## src/rtl/wb_regbank_param.sv

```systemverilog
// Parametrised Wishbone pipelined register bank: N_RW read/write control
// registers followed by N_RO read-only status registers, byte-lane write
// masking and a one-cycle write strobe per RW register.
// Optional feature macro: WB_REGBANK_ERR_EN -- when defined, unmapped accesses
// and writes to read-only indices terminate with wb_err_o instead of wb_ack_o.
module wb_regbank_param #(
   parameter int unsigned       DATA_W  = 32,
   parameter int unsigned       N_RW    = 4,
   parameter int unsigned       N_RO    = 2,
   parameter int unsigned       ADDR_W  = 7,
   parameter logic [DATA_W-1:0] RST_VAL = '0
) (
   input  logic                                    clk_i,
   input  logic                                    rst_i,
   input  logic                                    wb_cyc_i,
   input  logic                                    wb_stb_i,
   input  logic [ADDR_W-1:0]                       wb_adr_i,
   input  logic [DATA_W/8-1:0]                     wb_sel_i,
   input  logic                                    wb_we_i,
   input  logic [DATA_W-1:0]                       wb_dat_i,
   output logic                                    wb_ack_o,
   output logic                                    wb_err_o,
   output logic                                    wb_rty_o,
   output logic                                    wb_stall_o,
   output logic [DATA_W-1:0]                       wb_dat_o,
   output logic [N_RW*DATA_W-1:0]                  rw_regs_o,
   output logic [N_RW-1:0]                         rw_wstb_o,
   input  logic [((N_RO == 0) ? 1 : N_RO)*DATA_W-1:0] ro_regs_i
);

   localparam int unsigned SEL_W = DATA_W / 8;

`ifdef WB_REGBANK_ERR_EN
   localparam bit ERR_EN = 1'b1;
`else
   localparam bit ERR_EN = 1'b0;
`endif

   logic [DATA_W-1:0] rw_q [N_RW];
   logic [DATA_W-1:0] rw_d [N_RW];
   logic              rip_q, rip_d;
   logic              wip_q, wip_d;
   logic              ack_q, ack_d;
   logic              err_q, err_d;
   logic [DATA_W-1:0] dat_q, dat_d;
   logic [N_RW-1:0]   wstb_q, wstb_d;
   logic              d0_vld_q, d0_vld_d;
   logic [ADDR_W-1:0] d0_adr_q, d0_adr_d;
   logic [DATA_W-1:0] d0_dat_q, d0_dat_d;
   logic [SEL_W-1:0]  d0_sel_q, d0_sel_d;

   logic [31:0]       adr_u;
   logic [31:0]       d0_adr_u;
   logic              mapped_c;
   logic              d0_rw_c;
   logic              busy_c;
   logic              accept_c;
   logic [DATA_W-1:0] rd_data_c;

   // Address decode for the live request and for the write stage
   always_comb begin
      adr_u     = 32'(wb_adr_i);
      d0_adr_u  = 32'(d0_adr_q);
      mapped_c  = (adr_u < (N_RW + N_RO));
      d0_rw_c   = (d0_adr_u < N_RW);
      rd_data_c = '0;
      for (int unsigned k = 0; k < N_RW; k++) begin
         if (adr_u == k) rd_data_c = rw_q[k];
      end
      for (int unsigned k = 0; k < N_RO; k++) begin
         if (adr_u == (N_RW + k)) rd_data_c = ro_regs_i[k*DATA_W +: DATA_W];
      end
   end

   // Accept/terminate control, read response and byte-masked register update
   always_comb begin
      busy_c   = (rip_q | wip_q) & ~(ack_q | err_q);
      accept_c = wb_cyc_i & wb_stb_i & ~busy_c;

      rip_d    = rip_q & ~(ack_q | err_q);
      wip_d    = wip_q & ~(ack_q | err_q);
      ack_d    = 1'b0;
      err_d    = 1'b0;
      dat_d    = '0;
      wstb_d   = '0;
      rw_d     = rw_q;
      d0_vld_d = 1'b0;
      d0_adr_d = d0_adr_q;
      d0_dat_d = d0_dat_q;
      d0_sel_d = d0_sel_q;

      if (accept_c) begin
         if (wb_we_i) begin
            wip_d    = 1'b1;
            d0_vld_d = 1'b1;
            d0_adr_d = wb_adr_i;
            d0_dat_d = wb_dat_i;
            d0_sel_d = wb_sel_i;
         end else begin
            rip_d = 1'b1;
            if (mapped_c) begin
               ack_d = 1'b1;
               dat_d = rd_data_c;
            end else if (ERR_EN) begin
               err_d = 1'b1;
            end else begin
               ack_d = 1'b1;
            end
         end
      end

      // Write stage: a write is never accepted while this stage is busy
      if (d0_vld_q) begin
         if (d0_rw_c) begin
            ack_d = 1'b1;
            for (int unsigned k = 0; k < N_RW; k++) begin
               if (d0_adr_u == k) begin
                  wstb_d[k] = |d0_sel_q;
                  for (int unsigned b = 0; b < SEL_W; b++) begin
                     if (d0_sel_q[b]) rw_d[k][b*8 +: 8] = d0_dat_q[b*8 +: 8];
                  end
               end
            end
         end else if (ERR_EN) begin
            err_d = 1'b1;
         end else begin
            ack_d = 1'b1;
         end
      end
   end

   // State registers with synchronous reset
   always_ff @(posedge clk_i) begin
      if (rst_i) begin
         for (int unsigned k = 0; k < N_RW; k++) rw_q[k] <= RST_VAL;
         rip_q    <= 1'b0;
         wip_q    <= 1'b0;
         ack_q    <= 1'b0;
         err_q    <= 1'b0;
         dat_q    <= '0;
         wstb_q   <= '0;
         d0_vld_q <= 1'b0;
         d0_adr_q <= '0;
         d0_dat_q <= '0;
         d0_sel_q <= '0;
      end else begin
         rw_q     <= rw_d;
         rip_q    <= rip_d;
         wip_q    <= wip_d;
         ack_q    <= ack_d;
         err_q    <= err_d;
         dat_q    <= dat_d;
         wstb_q   <= wstb_d;
         d0_vld_q <= d0_vld_d;
         d0_adr_q <= d0_adr_d;
         d0_dat_q <= d0_dat_d;
         d0_sel_q <= d0_sel_d;
      end
   end

   // Flatten register contents onto the output bus
   for (genvar g = 0; g < int'(N_RW); g++) begin : g_pack
      assign rw_regs_o[g*DATA_W +: DATA_W] = rw_q[g];
   end

   assign wb_ack_o   = ack_q;
   assign wb_err_o   = err_q;
   assign wb_rty_o   = 1'b0;
   assign wb_stall_o = wb_cyc_i & wb_stb_i & ~(ack_q | err_q);
   assign wb_dat_o   = dat_q;
   assign rw_wstb_o  = wstb_q;

endmodule

```

## config.mk

```make
export PLATFORM = sky130hd
export DESIGN_NAME = wb_regbank_param
export DESIGN_NICKNAME = d
export VERILOG_FILES = /design/src/rtl/wb_regbank_param.sv
export SDC_FILE = /design/constraint.sdc
export NUM_CORES = 1
export LEC_CHECK = 0
export ABC_AREA = 1
export ABC_CLOCK_PERIOD_IN_PS = 1450
export CORE_UTILIZATION = 25
export CTS_BUF_LIST = sky130_fd_sc_hd__clkbuf_2 sky130_fd_sc_hd__clkbuf_4 sky130_fd_sc_hd__clkbuf_8
export DETAILED_ROUTE_END_ITERATION = 10
export SLEW_MARGIN = 20
export SYNTH_ARGS = -nofsm -noshare
export SYNTH_HDL_FRONTEND = slang
export SYNTH_SLANG_ARGS = --single-unit
```

## constraint.sdc

```tcl
create_clock -name clk_i -period 1.45 [get_ports clk_i]
set_input_delay 0.29 -clock clk_i [delete_from_list [all_inputs] [get_ports clk_i]]
set_output_delay 0.29 -clock clk_i [all_outputs]
set_load 0.03 [all_outputs]
```

# Word level (Yosys, flattened, before mapping)
# Index checks and enable logic that the tools add are counted.
# word_totals
reg_bits,211
inputBits,112
out_inout_bits,168
elab_cells,95
# classes
n_lt_le_gt_ge,2
n_eq_ne,8
n_mux,14
bitwise_logic,17
reduce_logical,26
# ops
op,count
2-to-1 mux 32 bit,6
AND reduction 4 bit,16
zero test 32 bit,1
"equality test 7 x 2 -> 1 bit, second input constant",4
OR reduction 4 bit,6
"equality test 7 x 1 -> 1 bit, second input constant",2
"equality test 7 x 3 -> 1 bit, second input constant",2
"< comparator 7 x 3 -> 1 bit, second input constant",2
inverter 1 bit,10
2-to-1 mux 1 bit,8
zero test 7 bit,1
AND 1 bit,6
AND reduction 2 bit,1
OR reduction 2 bit,1
bitwise OR 1 bit,1

# Longest topological paths before layout
# logic_depth
depth_word,7
mapped_depth,9
ltp_nobuf,8

# Least setup slack after synthesis
# Ideal clock, no wire load.
# synth_timing
kind,register -> register
start,"register ack_q, in the netlist wb_ack_o"
end,register d0_adr_q[0]
setup_time_ps,128
arrival_time_ps,1542
t_required_ps,1322
slack_ps,-221
stages_incl_launch_ff,8
path_buffers,2
period_less_slack_ps,1671
path_cell_list,dfxtp_1 nor2_1 nor3_1 buf_2 nand2_1 clkbuf_1 o21ai_0 a21oi_1
# synth_between
elab_chain_len,5
# synth_lines
item,line_no,text
start: declaration,43,"logic ack_q, ack_d;"
start signal: assignment,150,ack_q <= ack_d;
inverter 1 bit,77,busy_c = (rip_q | wip_q) & ~(ack_q | err_q);
AND 1 bit,77,
inverter 1 bit,78,accept_c = wb_cyc_i & wb_stb_i & ~busy_c;
AND 1 bit,78,
AND reduction 2 bit (no line),n/a,
end signal: assignment,155,d0_adr_q <= d0_adr_d;
end: declaration,48,"logic [ADDR_W-1:0] d0_adr_q, d0_adr_d;"
# Every way passes these cells.
# A chain may end at the register's enable or synchronous reset.

# Final worst setup path
# layout_timing
start,"register ack_q, in the netlist wb_ack_o"
end,register d0_dat_q[15]
# layout_between
elab_chain_len,5
# layout_lines
item,line_no,text
inverter 1 bit,77,
AND 1 bit,77,
inverter 1 bit,78,
AND 1 bit,78,
AND reduction 2 bit (no line),n/a,
end signal: assignment,156,d0_dat_q <= d0_dat_d;
end: declaration,49,"logic [DATA_W-1:0] d0_dat_q, d0_dat_d;"
# Every way passes these cells.

==> flow_summary.ini <==
[cells_and_area]
layout_commonest_cell = nand3_1
fin_area_sq_mm = 0.0147
nets = 1700
area_growth_syn_to_layout_pct = 67.4
mostFrequentLayoutCells = nand3_1 (243), nor2_1 (193), dfxtp_1 (175)
postLayoutCoreUtil = 0.426
drive_gt1_frac = 0.370

[power]
p_per_area_mw_per_mm2 = 915
cellLeakagePower_nw = 6.15
power_w = 0.0135
peakVddDrop_uv = 447

[synth]
synth_top_area_frac = 0.481
avgSynthCellArea_sq_um = 7.21
synthArstFlopShare = 0
yosysSeqAreaShare = 0.481
yosysWarnings = 0
synth-edff-count = 0
yosys_most_used_dff = dfxtp_1
yosysTopAreaCell = dfxtp_1
synth_cell_type_count = 20
synthTopCellsByArea = dfxtp_1 (48%), nand3_1 (15%), nor2_1 (9.2%)
synthCells = 1217
ys_ff_latch = 211
netlist_area_sq_mm = 0.00878

[placement]
io_buffers = 277
gp_congestion = 0.879
post-dp-hpwl_microns = 26400
dpl_cell_area_sq_mm = 0.0129

[timing]
period_needed_ns = 1.54
period_share = 1.06
clock.fmax_ghz = 0.648
finalHoldViolCount = 0
final-setup-viol-count = 132
worst_slack_ns = -0.0924
slew_violations = 0
skew_ns = 0.0248
slew_headroom = 0.517
tightest_slew_ns = 0.724
rsz0062_at_grt = yes

[critical_path]
cp.arrival_ns = 1.92
cp-end-kind = flip-flop
cp_common_cell = buf_12
path_class = flip-flop to flip-flop
crit_path_max_incr_delay_ns = 0.39
critPathMaxFanout = 7
startpoint_type = flip-flop
crit_chain = nor2_4 > nor3_2 > buf_4 > buf_12 > buf_12 > nand2_8 > clkbuf_16 > nand2_4 > a21oi_2
worstPathRequired_ns = 1.83
cp_slowest_cell = dfxtp_4

[global_route]
top_usage_layer = met2
grtUsageMet3 = 0.0337
grt_pass1_vias = 9965
grt_max_degree = 82
track_usage = 0.208
grt_use_met2 = 0.332
grt_pass1_wl_microns = 58100
grt_overflow_total = 0
use_met1 = 0.276
antenna_found_initial = 2

[clock_network]
ctsHoldBuffers = 0
cts_tree = yes
clock-root-buffer = clkbuf_8
clkLatencyLatePin_ns = 0.53
clock_path_buffers = 3
htree_levels = 2
clk_pin_slew_ns = 0.06
clock_sinks = 211
cts_buffers = 39

[status]
violations = negative setup slack
status = finished with violations

[detailed_routing]
dr.first_iter.drc_count = 945
routed_wl_microns = 40200
viasPerCell = 5.06
detailroute.via_count = 10500
route.detailed.drc = 0
routedWlPerCell_microns = 19.4
ant_nets = 0
drt_pass1_iterations = 5

[floorplanning]
die_y_microns = 189
io-pin-count = 280
fp-row-count = 68
start_util = 0.254
core-area_sq_mm = 0.0345
die_x_microns = 189
die_area_sq_mm = 0.0359

[hold_path]
hp-class = input port to flip-flop

[job]
cap_violations = 0
layout make-up:
type,count,area [sq um]
fillers,3477,19800
multi-input cells,895,5020
flip-flops and latches,211,4270
repair buffers,412,3880
clock buffers,62,772
well taps,455,569
inverters,29,123
clock inverters,6,61.3
diodes,1,2.50
Yosys cell counts (2+ instances only):
cell type	number
nand4_1	33
buf_2	20
a21oi_1	107
nor3_1	2
buf_1	6
clkinv_1	4
dfxtp_1	211
buf_4	8
o21ai_0	104
nand2_1	159
nor3_4	2
nand3_1	264
nor2_1	215
nor4_1	2
inv_1	25
clkbuf_1	51
power by group:
part	total (W)	internal, W	switching, W
combinational	0.00139	0.000683	0.000703
clock	0.00613	0.00355	0.00258
sequential	0.00594	0.00585	0.0000864
total	0.0135	0.0101	0.00337
final timing paths:
kind / slack (ns) / startpoint / depth (start not counted) / endpoint
max: -0.09 / wb_ack_o / 9 / d0_dat_q[15]
min: 0.1 / wb_adr_i[5] / 3 / d0_adr_q[5]
max reg2reg: -0.09 / wb_ack_o / 9 / d0_dat_q[15]
min reg2reg: 0.48 / d0_adr_q[4] / 2 / d0_adr_q[4]
kinds of logic after synthesis:
group / count (synthesis) / synth area share
and+or+nand+nor: 679 / 0.342
AOI/OAI and AO/OA: 212 / 0.121
DFF: 211 / 0.481
buffers and inverters: 114 / 0.0550
other: 1 / 0.000427
flip-flops by register name, summed over array words and instances (netlist names):
signal     cells
wb_dat_o      32
rip_q          1
rw_wstb_o      4
d0_adr_q       7
d0_sel_q       4
rw_regs_o    128
d0_vld_q       1
wip_q          1
wb_ack_o       1
d0_dat_q      32
per-layer routing:
layer | up-vias | share of wire | wire [microns]
met5 | - | 0.00027 | 11
met4 | 2 | 0.038 | 1510
met3 | 95 | 0.075 | 3010
met2 | 549 | 0.46 | 18600
met1 | 4936 | 0.42 | 17100
li1 | 4898 | - | -
per-stage QoR:
step / hold WS, ns / std cells / setup TNS, ns / worst slack, ns
2_1_floorplan: 0.440 / 1218 / 0 / 0.0112
3_3_place_gp: 0.447 / 1972 / -63.36 / -0.688
3_5_place_dp: 0.457 / 1972 / -66.21 / -0.677
4_1_cts: 0.115 / 2055 / -4.84 / -0.101
5_1_grt: 0.0947 / 2071 / -19.03 / -0.177
6_report: 0.0973 / 2071 / -5.34 / -0.0924
critical path, delay by kind of cell, from the launching register on:
family / cells / cell delay [ns]
buffers and inverters: 4 / 0.60
DFF: 1 / 0.39
and+or+nand+nor: 4 / 0.34
AOI/OAI and AO/OA: 1 / 0.05
what timing repair did:
| item | CTS | global route |
|---|---|---|
| setup endpoints to repair | 354 | 262 |
| gates resized for setup | 981 | 297 |
| pin swaps | 35 | 61 |
| gates cloned | 3 | 11 |
| buffers inserted | 14 | 8 |
Note: power is estimated with default switching activity, not from simulation.
